$ cat src/rtl/memio_hub.sv
// rtl/memio_hub.sv - CPU memory-mapped I/O hub: RAM strobes, read mux and peripheral registers.
// Define MEMIO_TIMER_EN to add the free-running cycle counter at IO offset 6.

module memio_kfifo #(
  parameter int W     = 8,
  parameter int DEPTH = 8
) (
  input  logic                       clk,
  input  logic                       reset_n,
  input  logic [W-1:0]               s_tdata,
  input  logic                       s_tvalid,
  output logic                       s_tready,
  output logic [W-1:0]               m_tdata,
  output logic                       m_tvalid,
  input  logic                       m_tready,
  input  logic                       ovf_clr,
  output logic [$clog2(DEPTH):0]     count,
  output logic                       full,
  output logic                       ovf
);
  localparam int AW = $clog2(DEPTH);
  localparam int CW = AW + 1;

  logic [W-1:0]  mem_q [DEPTH];
  logic [AW-1:0] wr_ptr_q, rd_ptr_q;
  logic [CW-1:0] cnt_q, cnt_d;
  logic          ovf_q, ovf_d;
  logic          empty, do_push, do_pop;

  assign empty    = (cnt_q == '0);
  assign full     = (cnt_q == CW'(DEPTH));
  assign do_pop   = m_tready & ~empty;
  // A pop in the same cycle frees the slot, so a full FIFO still accepts the push.
  assign s_tready = ~full | do_pop;
  assign do_push  = s_tvalid & s_tready;

  assign cnt_d = cnt_q + CW'(do_push) - CW'(do_pop);
  assign ovf_d = (s_tvalid & ~s_tready) ? 1'b1 : (ovf_clr ? 1'b0 : ovf_q);

  always_ff @(posedge clk or negedge reset_n) begin
    if (!reset_n) begin
      wr_ptr_q <= '0;
      rd_ptr_q <= '0;
      cnt_q    <= '0;
      ovf_q    <= 1'b0;
    end else begin
      if (do_push) wr_ptr_q <= wr_ptr_q + AW'(1);
      if (do_pop)  rd_ptr_q <= rd_ptr_q + AW'(1);
      cnt_q <= cnt_d;
      ovf_q <= ovf_d;
    end
  end

  always_ff @(posedge clk) begin
    if (do_push) mem_q[wr_ptr_q] <= s_tdata;
  end

  assign m_tdata  = mem_q[rd_ptr_q];
  assign m_tvalid = ~empty;
  assign count    = cnt_q;
  assign ovf      = ovf_q;
endmodule

module memio_hub #(
  parameter int                  CHAR_W       = 8,
  parameter int                  KFIFO_DEPTH  = 8,
  parameter int                  NCHAN        = 2,
  parameter int                  LIGHTS_W     = 16,
  parameter logic [LIGHTS_W-1:0] LIGHTS_FORCE = 16'hC003,
  parameter int                  BTN_W        = 5
) (
  input  logic                  clk,
  input  logic                  reset_n,
  input  logic                  cpu_wr,
  input  logic                  cpu_rd,
  input  logic [31:0]           cpu_addr,
  input  logic [31:0]           cpu_writedata,
  output logic [31:0]           cpu_readdata,
  output logic                  dmem_wr,
  output logic                  smem_wr,
  input  logic [31:0]           dmem_readdata,
  input  logic [31:0]           smem_readdata,
  input  logic                  keyb_valid,
  input  logic [CHAR_W-1:0]     keyb_char,
  input  logic [31:0]           accel_val,
  input  logic [BTN_W-1:0]      buttons,
  output logic [NCHAN*32-1:0]   period,
  output logic [LIGHTS_W-1:0]   lights
);
  localparam int CW = $clog2(KFIFO_DEPTH) + 1;

  logic [1:0]  region;
  logic [4:0]  off;
  logic        io_sel, wr_io;
  logic        unused_addr_bits;

  assign region  = cpu_addr[17:16];
  assign off     = cpu_addr[6:2];
  assign io_sel  = (region == 2'b11);
  assign wr_io   = cpu_wr & io_sel;
  assign dmem_wr = cpu_wr & (region == 2'b01);
  assign smem_wr = cpu_wr & (region == 2'b10);
  assign unused_addr_bits = ^{cpu_addr[31:18], cpu_addr[15:7], cpu_addr[1:0]};

  logic [CHAR_W-1:0] kf_data;
  logic              kf_valid, kf_pop, kf_ready, kf_full, kf_ovf, kf_ovf_clr;
  logic [CW-1:0]     kf_count;

  assign kf_pop     = cpu_rd & io_sel & (off == 5'd0);
  assign kf_ovf_clr = wr_io & (off == 5'd1) & cpu_writedata[2];

  memio_kfifo #(.W(CHAR_W), .DEPTH(KFIFO_DEPTH)) u_kfifo (
    .clk      (clk),
    .reset_n  (reset_n),
    .s_tdata  (keyb_char),
    .s_tvalid (keyb_valid),
    .s_tready (kf_ready),
    .m_tdata  (kf_data),
    .m_tvalid (kf_valid),
    .m_tready (kf_pop),
    .ovf_clr  (kf_ovf_clr),
    .count    (kf_count),
    .full     (kf_full),
    .ovf      (kf_ovf)
  );

  logic [LIGHTS_W-1:0] lights_q, lights_d;
  logic [BTN_W-1:0]    btn_q, edge_q, edge_d, edge_clr;
  logic [31:0]         period_q [NCHAN];

  assign lights_d = (wr_io && off == 5'd3) ? cpu_writedata[LIGHTS_W-1:0] : lights_q;
  assign edge_clr = (wr_io && off == 5'd5) ? cpu_writedata[BTN_W-1:0] : '0;
  // New edges are OR'd in after the clear so a coincident set survives.
  assign edge_d   = (edge_q & ~edge_clr) | (buttons & ~btn_q);

  always_ff @(posedge clk or negedge reset_n) begin
    if (!reset_n) begin
      lights_q <= '0;
      btn_q    <= '0;
      edge_q   <= '0;
      for (int c = 0; c < NCHAN; c++) period_q[c] <= '0;
    end else begin
      lights_q <= lights_d;
      btn_q    <= buttons;
      edge_q   <= edge_d;
      for (int c = 0; c < NCHAN; c++) begin
        if (wr_io && off == 5'(8 + c)) period_q[c] <= cpu_writedata;
      end
    end
  end

`ifdef MEMIO_TIMER_EN
  logic [31:0] timer_q, timer_d;

  assign timer_d = (wr_io && off == 5'd6) ? cpu_writedata : timer_q + 32'd1;

  always_ff @(posedge clk or negedge reset_n) begin
    if (!reset_n) timer_q <= '0;
    else          timer_q <= timer_d;
  end
`endif

  always_comb begin
    for (int c = 0; c < NCHAN; c++) period[c*32 +: 32] = period_q[c];
  end

  assign lights = lights_q | LIGHTS_FORCE;

  logic [31:0] io_rdata, kdata, kstat;
  logic        unused_kf_ready;

  assign unused_kf_ready = kf_ready;

  always_comb begin
    kdata = '0;
    kdata[31] = kf_valid;
    if (kf_valid) kdata[CHAR_W-1:0] = kf_data;

    kstat = '0;
    kstat[15:8] = 8'(kf_count);
    kstat[2] = kf_ovf;
    kstat[1] = kf_full;
    kstat[0] = ~kf_valid;
  end

  always_comb begin
    io_rdata = '0;
    case (off)
      5'd0: io_rdata = kdata;
      5'd1: io_rdata = kstat;
      5'd2: io_rdata = accel_val;
      5'd3: io_rdata = 32'(lights_q);
      5'd4: io_rdata = 32'(buttons);
      5'd5: io_rdata = 32'(edge_q);
`ifdef MEMIO_TIMER_EN
      5'd6: io_rdata = timer_q;
`endif
      default: begin
        for (int c = 0; c < NCHAN; c++) begin
          if (off == 5'(8 + c)) io_rdata = period_q[c];
        end
      end
    endcase
  end

  always_comb begin
    case (region)
      2'b01:   cpu_readdata = dmem_readdata;
      2'b10:   cpu_readdata = smem_readdata;
      2'b11:   cpu_readdata = io_rdata;
      default: cpu_readdata = '0;
    endcase
  end
endmodule

$ cat config.mk
export PLATFORM = sky130hd
export DESIGN_NAME = memio_hub
export DESIGN_NICKNAME = d
export VERILOG_FILES = /design/src/rtl/memio_hub.sv
export SDC_FILE = /design/constraint.sdc
export NUM_CORES = 1
export LEC_CHECK = 0
export BUFFER_PORTS_ARGS = -buffer_cell sky130_fd_sc_hd__clkbuf_2
export CAP_MARGIN = 25
export CELL_PAD_IN_SITES_DETAIL_PLACEMENT = 0
export CELL_PAD_IN_SITES_GLOBAL_PLACEMENT = 1
export CORE_ASPECT_RATIO = 1.2
export CORE_MARGIN = 2
export CORE_UTILIZATION = 39
export DETAILED_ROUTE_END_ITERATION = 6
export GPL_TIMING_DRIVEN = 1
export MAX_ROUTING_LAYER = met4
export PLACE_DENSITY = 0.82
export SLEW_MARGIN = 20
export SYNTH_ARGS = -nofsm -noshare
export SYNTH_HDL_FRONTEND = slang
export SYNTH_SLANG_ARGS = --single-unit
$ cat constraint.sdc
create_clock -name clk -period 3.3 [get_ports clk]
set_clock_uncertainty 0.1 [all_clocks]
set_input_delay 0 -clock clk [delete_from_list [all_inputs] [get_ports clk]]
set_output_delay 0 -clock clk [all_outputs]
set_load 0.01 [all_outputs]
==> implementation parameters <==
Parameter                              Value

Outcome
  Outcome    complete, no violations

Final layout
  Summed area of non-filler cells in the final layout    11200 sq um
  Area Overhead vs Synth    32.3%
  # diodes    0
  Footprint of the multi-input gates    3640 sq um
  Layout fillers    1933
  Layout net count    1182
  Leading cell type in the layout, fill and taps excluded    sky130_fd_sc_hd__clkbuf_2
  Most frequent cells in the layout    261 x sky130_fd_sc_hd__clkbuf_2, 101 x sky130_fd_sc_hd__dfrtp_1, 88 x sky130_fd_sc_hd__mux2_2, 65 x sky130_fd_sc_hd__o21ai_0, 64 x sky130_fd_sc_hd__edfxtp_1
  Register area    4450 sq um
  Layout Cells excl Fill    1282
  Fraction of layout instances using a drive strength above 1    0.444

Clock network
  Inserted Clock Buffers    17
  Clock latency of the later-clocked register in the worst-skew pair    420 ps
  Clock root buffer    sky130_fd_sc_hd__clkbuf_16
  Clock Sink Count    165
  Clock slew at reported path FFs    60 ps
  Maximum clock insertion buffer count    2
  Clock tree from TritonCTS    yes
  CTS H-Tree Depth    4

Die
  Overall die height    165 um
  Placeable Area    21500 sq um
  Rows    59
  Starting density of the core    0.394
  DIE AREA    22900 sq um
  I/O pin total    292
  Die span in x    138 um

Global routing
  Remaining Overflow, GRT    0
  Maximum number of pins on one net before global-route repair    51
  Vias in the first global route    around 7100
  GRT Resource Usage Total    0.245
  Number of antenna violations at the first check in global routing    0
  First-pass GRT wire length    41200 um

Logic synthesis
  Number of synthesized register bits    165
  Top FF cell, synth    sky130_fd_sc_hd__dfrtp_1
  Fraction of registers with async set or reset after synthesis    0.612
  Share of synthesized area occupied by flip-flops and latches    0.526
  Netlist cell types    68
  Mean instance size in the synthesized netlist    12.2 sq um
  Synth warnings    0
  EDFF count, synth    64
  Number of standard cells after synthesis    691
  Syn Std Cell Area    roughly 8500 sq um

Power and ir drop
  Max IR drop VDD    roughly 0.0004 V
  Power per cell area    518 nW/um^2
  Leakage power    0.00516 uW
  Overall power of the completed layout    5800 uW

Route
  Detailed-router iteration count before antenna repair    5
  Number of design rule violations left after detail routing    0
  DRC marker count from the first detailed-route iteration    ~380
  Aggregate routed wire length    between 20000 and 30000 um
  Via-per-instance ratio    about 5.4
  Via count of the routed design    6977
  Routed length per placed instance    21.4 um
  Number of antenna-violating nets in the routed design    0

Critical path
  CP endpoint kind    output pin
  Worst R2R Path Depth    8
  R2r startpoint    u_kfifo.count[2]
  Worst endpoint required time    3200 ps
  Setup crit start    u_kfifo.rd_ptr_q[0]
  Element type at the critical path start    flop
  Worst R2R Setup Slack    690 ps
  Terminus of the critical flop-to-flop path    u_kfifo.mem_q[1][6]
  Biggest fanout along the worst timing path    10
  Critical Path AT    2670 ps
  Type of the setup path with the least slack    flop to output pin

Placed design
  Total of buffers placed on input and output ports    262
  Placed instance count    roughly 1200
  Weighted congestion at the end of routability-driven global placement    0.872
  Instance area at placement    around 10000 sq um
  Post-placement worst setup slack    609 ps
  Post-DP HPWL    20300 um

Timing
  Number of failing setup endpoints in the final timing report    0
  Setup WS post-layout    ~530 ps
  Worst Tran Pin Value    851 ps
  RSZ-0062 raised after global routing    no
  Period Utilization, post-route    0.838
  Final hold vios    0
  Upper clock frequency limit    362 MHz
  Worst rel slew slack    0.430
  Total count of max-transition violations in the final report    0
  Minimum clock period    2770 ps
  Setup total negative slack    0 ps

Worst hold path
  Hold WC Path Type    primary input to async pin

Flow run
  Number of max-capacitance violations reported    0
-- cells in the mapped netlist, drive strengths merged (9+ instances only) --
master | number | area (sq um)
nand2 | 41 | 154
dfrtp | 101 | 2530
nor3 | 11 | 65.1
clkbuf | 30 | 113
edfxtp | 64 | 1920
mux4 | 16 | 360
a22oi | 15 | 113
a221oi | 9 | 78.8
mux2 | 90 | 1010
nand3 | 9 | 45.0
o21ai | 66 | 334
mux2i | 26 | 260
a21oi | 35 | 175
buf | 37 | 225
nor2 | 13 | 48.8
a22o | 10 | 87.6
inv | 18 | 67.6
-- worst max-delay path, cell delays in order (launching register included) --
cell and delay (ps):
sky130_fd_sc_hd__dfrtp_1 730, sky130_fd_sc_hd__buf_4 330, sky130_fd_sc_hd__mux4_2 530, sky130_fd_sc_hd__mux2_2 280, sky130_fd_sc_hd__nand2_1 130, sky130_fd_sc_hd__a31oi_1 110
sky130_fd_sc_hd__clkbuf_2 140
-- layout make-up --
| type | instances | area share |
|---|---|---|
| Inverter | 19 | 0.00637 |
| Tap cell | 274 | 0.0306 |
| Multi-Input combinational cell | 443 | 0.325 |
| Timing Repair Buffer | 349 | 0.187 |
| Sequential cell | 165 | 0.397 |
| Clock buffer | 23 | 0.0428 |
| Clock inverter | 9 | 0.0104 |
-- worst max-delay path by stage --
stage | end | slack [ps] | depth (start not counted)
2_1_floorplan | u_kfifo.mem_q[0][0] | 580 | 7
3_3_place_gp | lights_q[4] | 650 | 6
3_5_place_dp | cpu_readdata[14] | 610 | 8
4_1_cts | cpu_readdata[5] | 490 | 6
5_1_grt | cpu_readdata[6] | 380 | 6
6_report | cpu_readdata[5] | 530 | 6
-- flip-flops by register name, summed over array words and instances (netlist names) --
signal            cells
u_kfifo.mem_q        64
btn_q                 5
lights_q             16
u_kfifo.count         4
period               64
u_kfifo.rd_ptr_q      3
u_kfifo.ovf           1
u_kfifo.wr_ptr_q      3
edge_q                5
-- power by group --
| part | leakage, uW | internal [uW] | total, uW | switching (uW) |
|---|---|---|---|---|
| clock | 0.000287 | 1190 | 2000 | 809 |
| combinational | 0.00297 | 586 | 1210 | 622 |
| sequential | 0.00191 | 2400 | 2590 | 192 |
-- what timing repair did --
| item | 4_1_cts | 5_1_grt |
|---|---|---|
| setup buffers | 0 | 0 |
| hold endpoints to repair | 205 | 0 |
| hold buffers | 52 | 0 |
| gates resized for setup | 0 | 0 |
-- cells by family after synthesis --
| group | count (synthesis) | synth area share |
|---|---|---|
| XOR/XNOR | 6 | 0.00621 |
| buffers and inverters | 86 | 0.0484 |
| multiplexers | 132 | 0.193 |
| AO/OA/AOI/OAI | 172 | 0.128 |
| flip-flops | 165 | 0.526 |
| adder cells (fa/ha/maj) | 9 | 0.0142 |
| AND/OR/NAND/NOR | 120 | 0.0839 |
| other | 1 | 0.000443 |
-- metal layers --
layer,share of wire,up-vias,GRT usage
met5,0,-,-
met3,0.053,58,0.0433
met4,0.041,0,0.115
met2,0.52,279,0.427
met1,0.38,3448,0.277
li1,-,3192,-
-- per-stage QoR --
stage,utilization,hold WS [ps]
detailed placement,0.469,-43.0
CTS,0.521,49.0
floorplan,-,-396
finish,0.521,33.5
global placement,0.469,-49.9
global route,0.521,69.9
No activity file was read; power rests on OpenSTA's default activity.
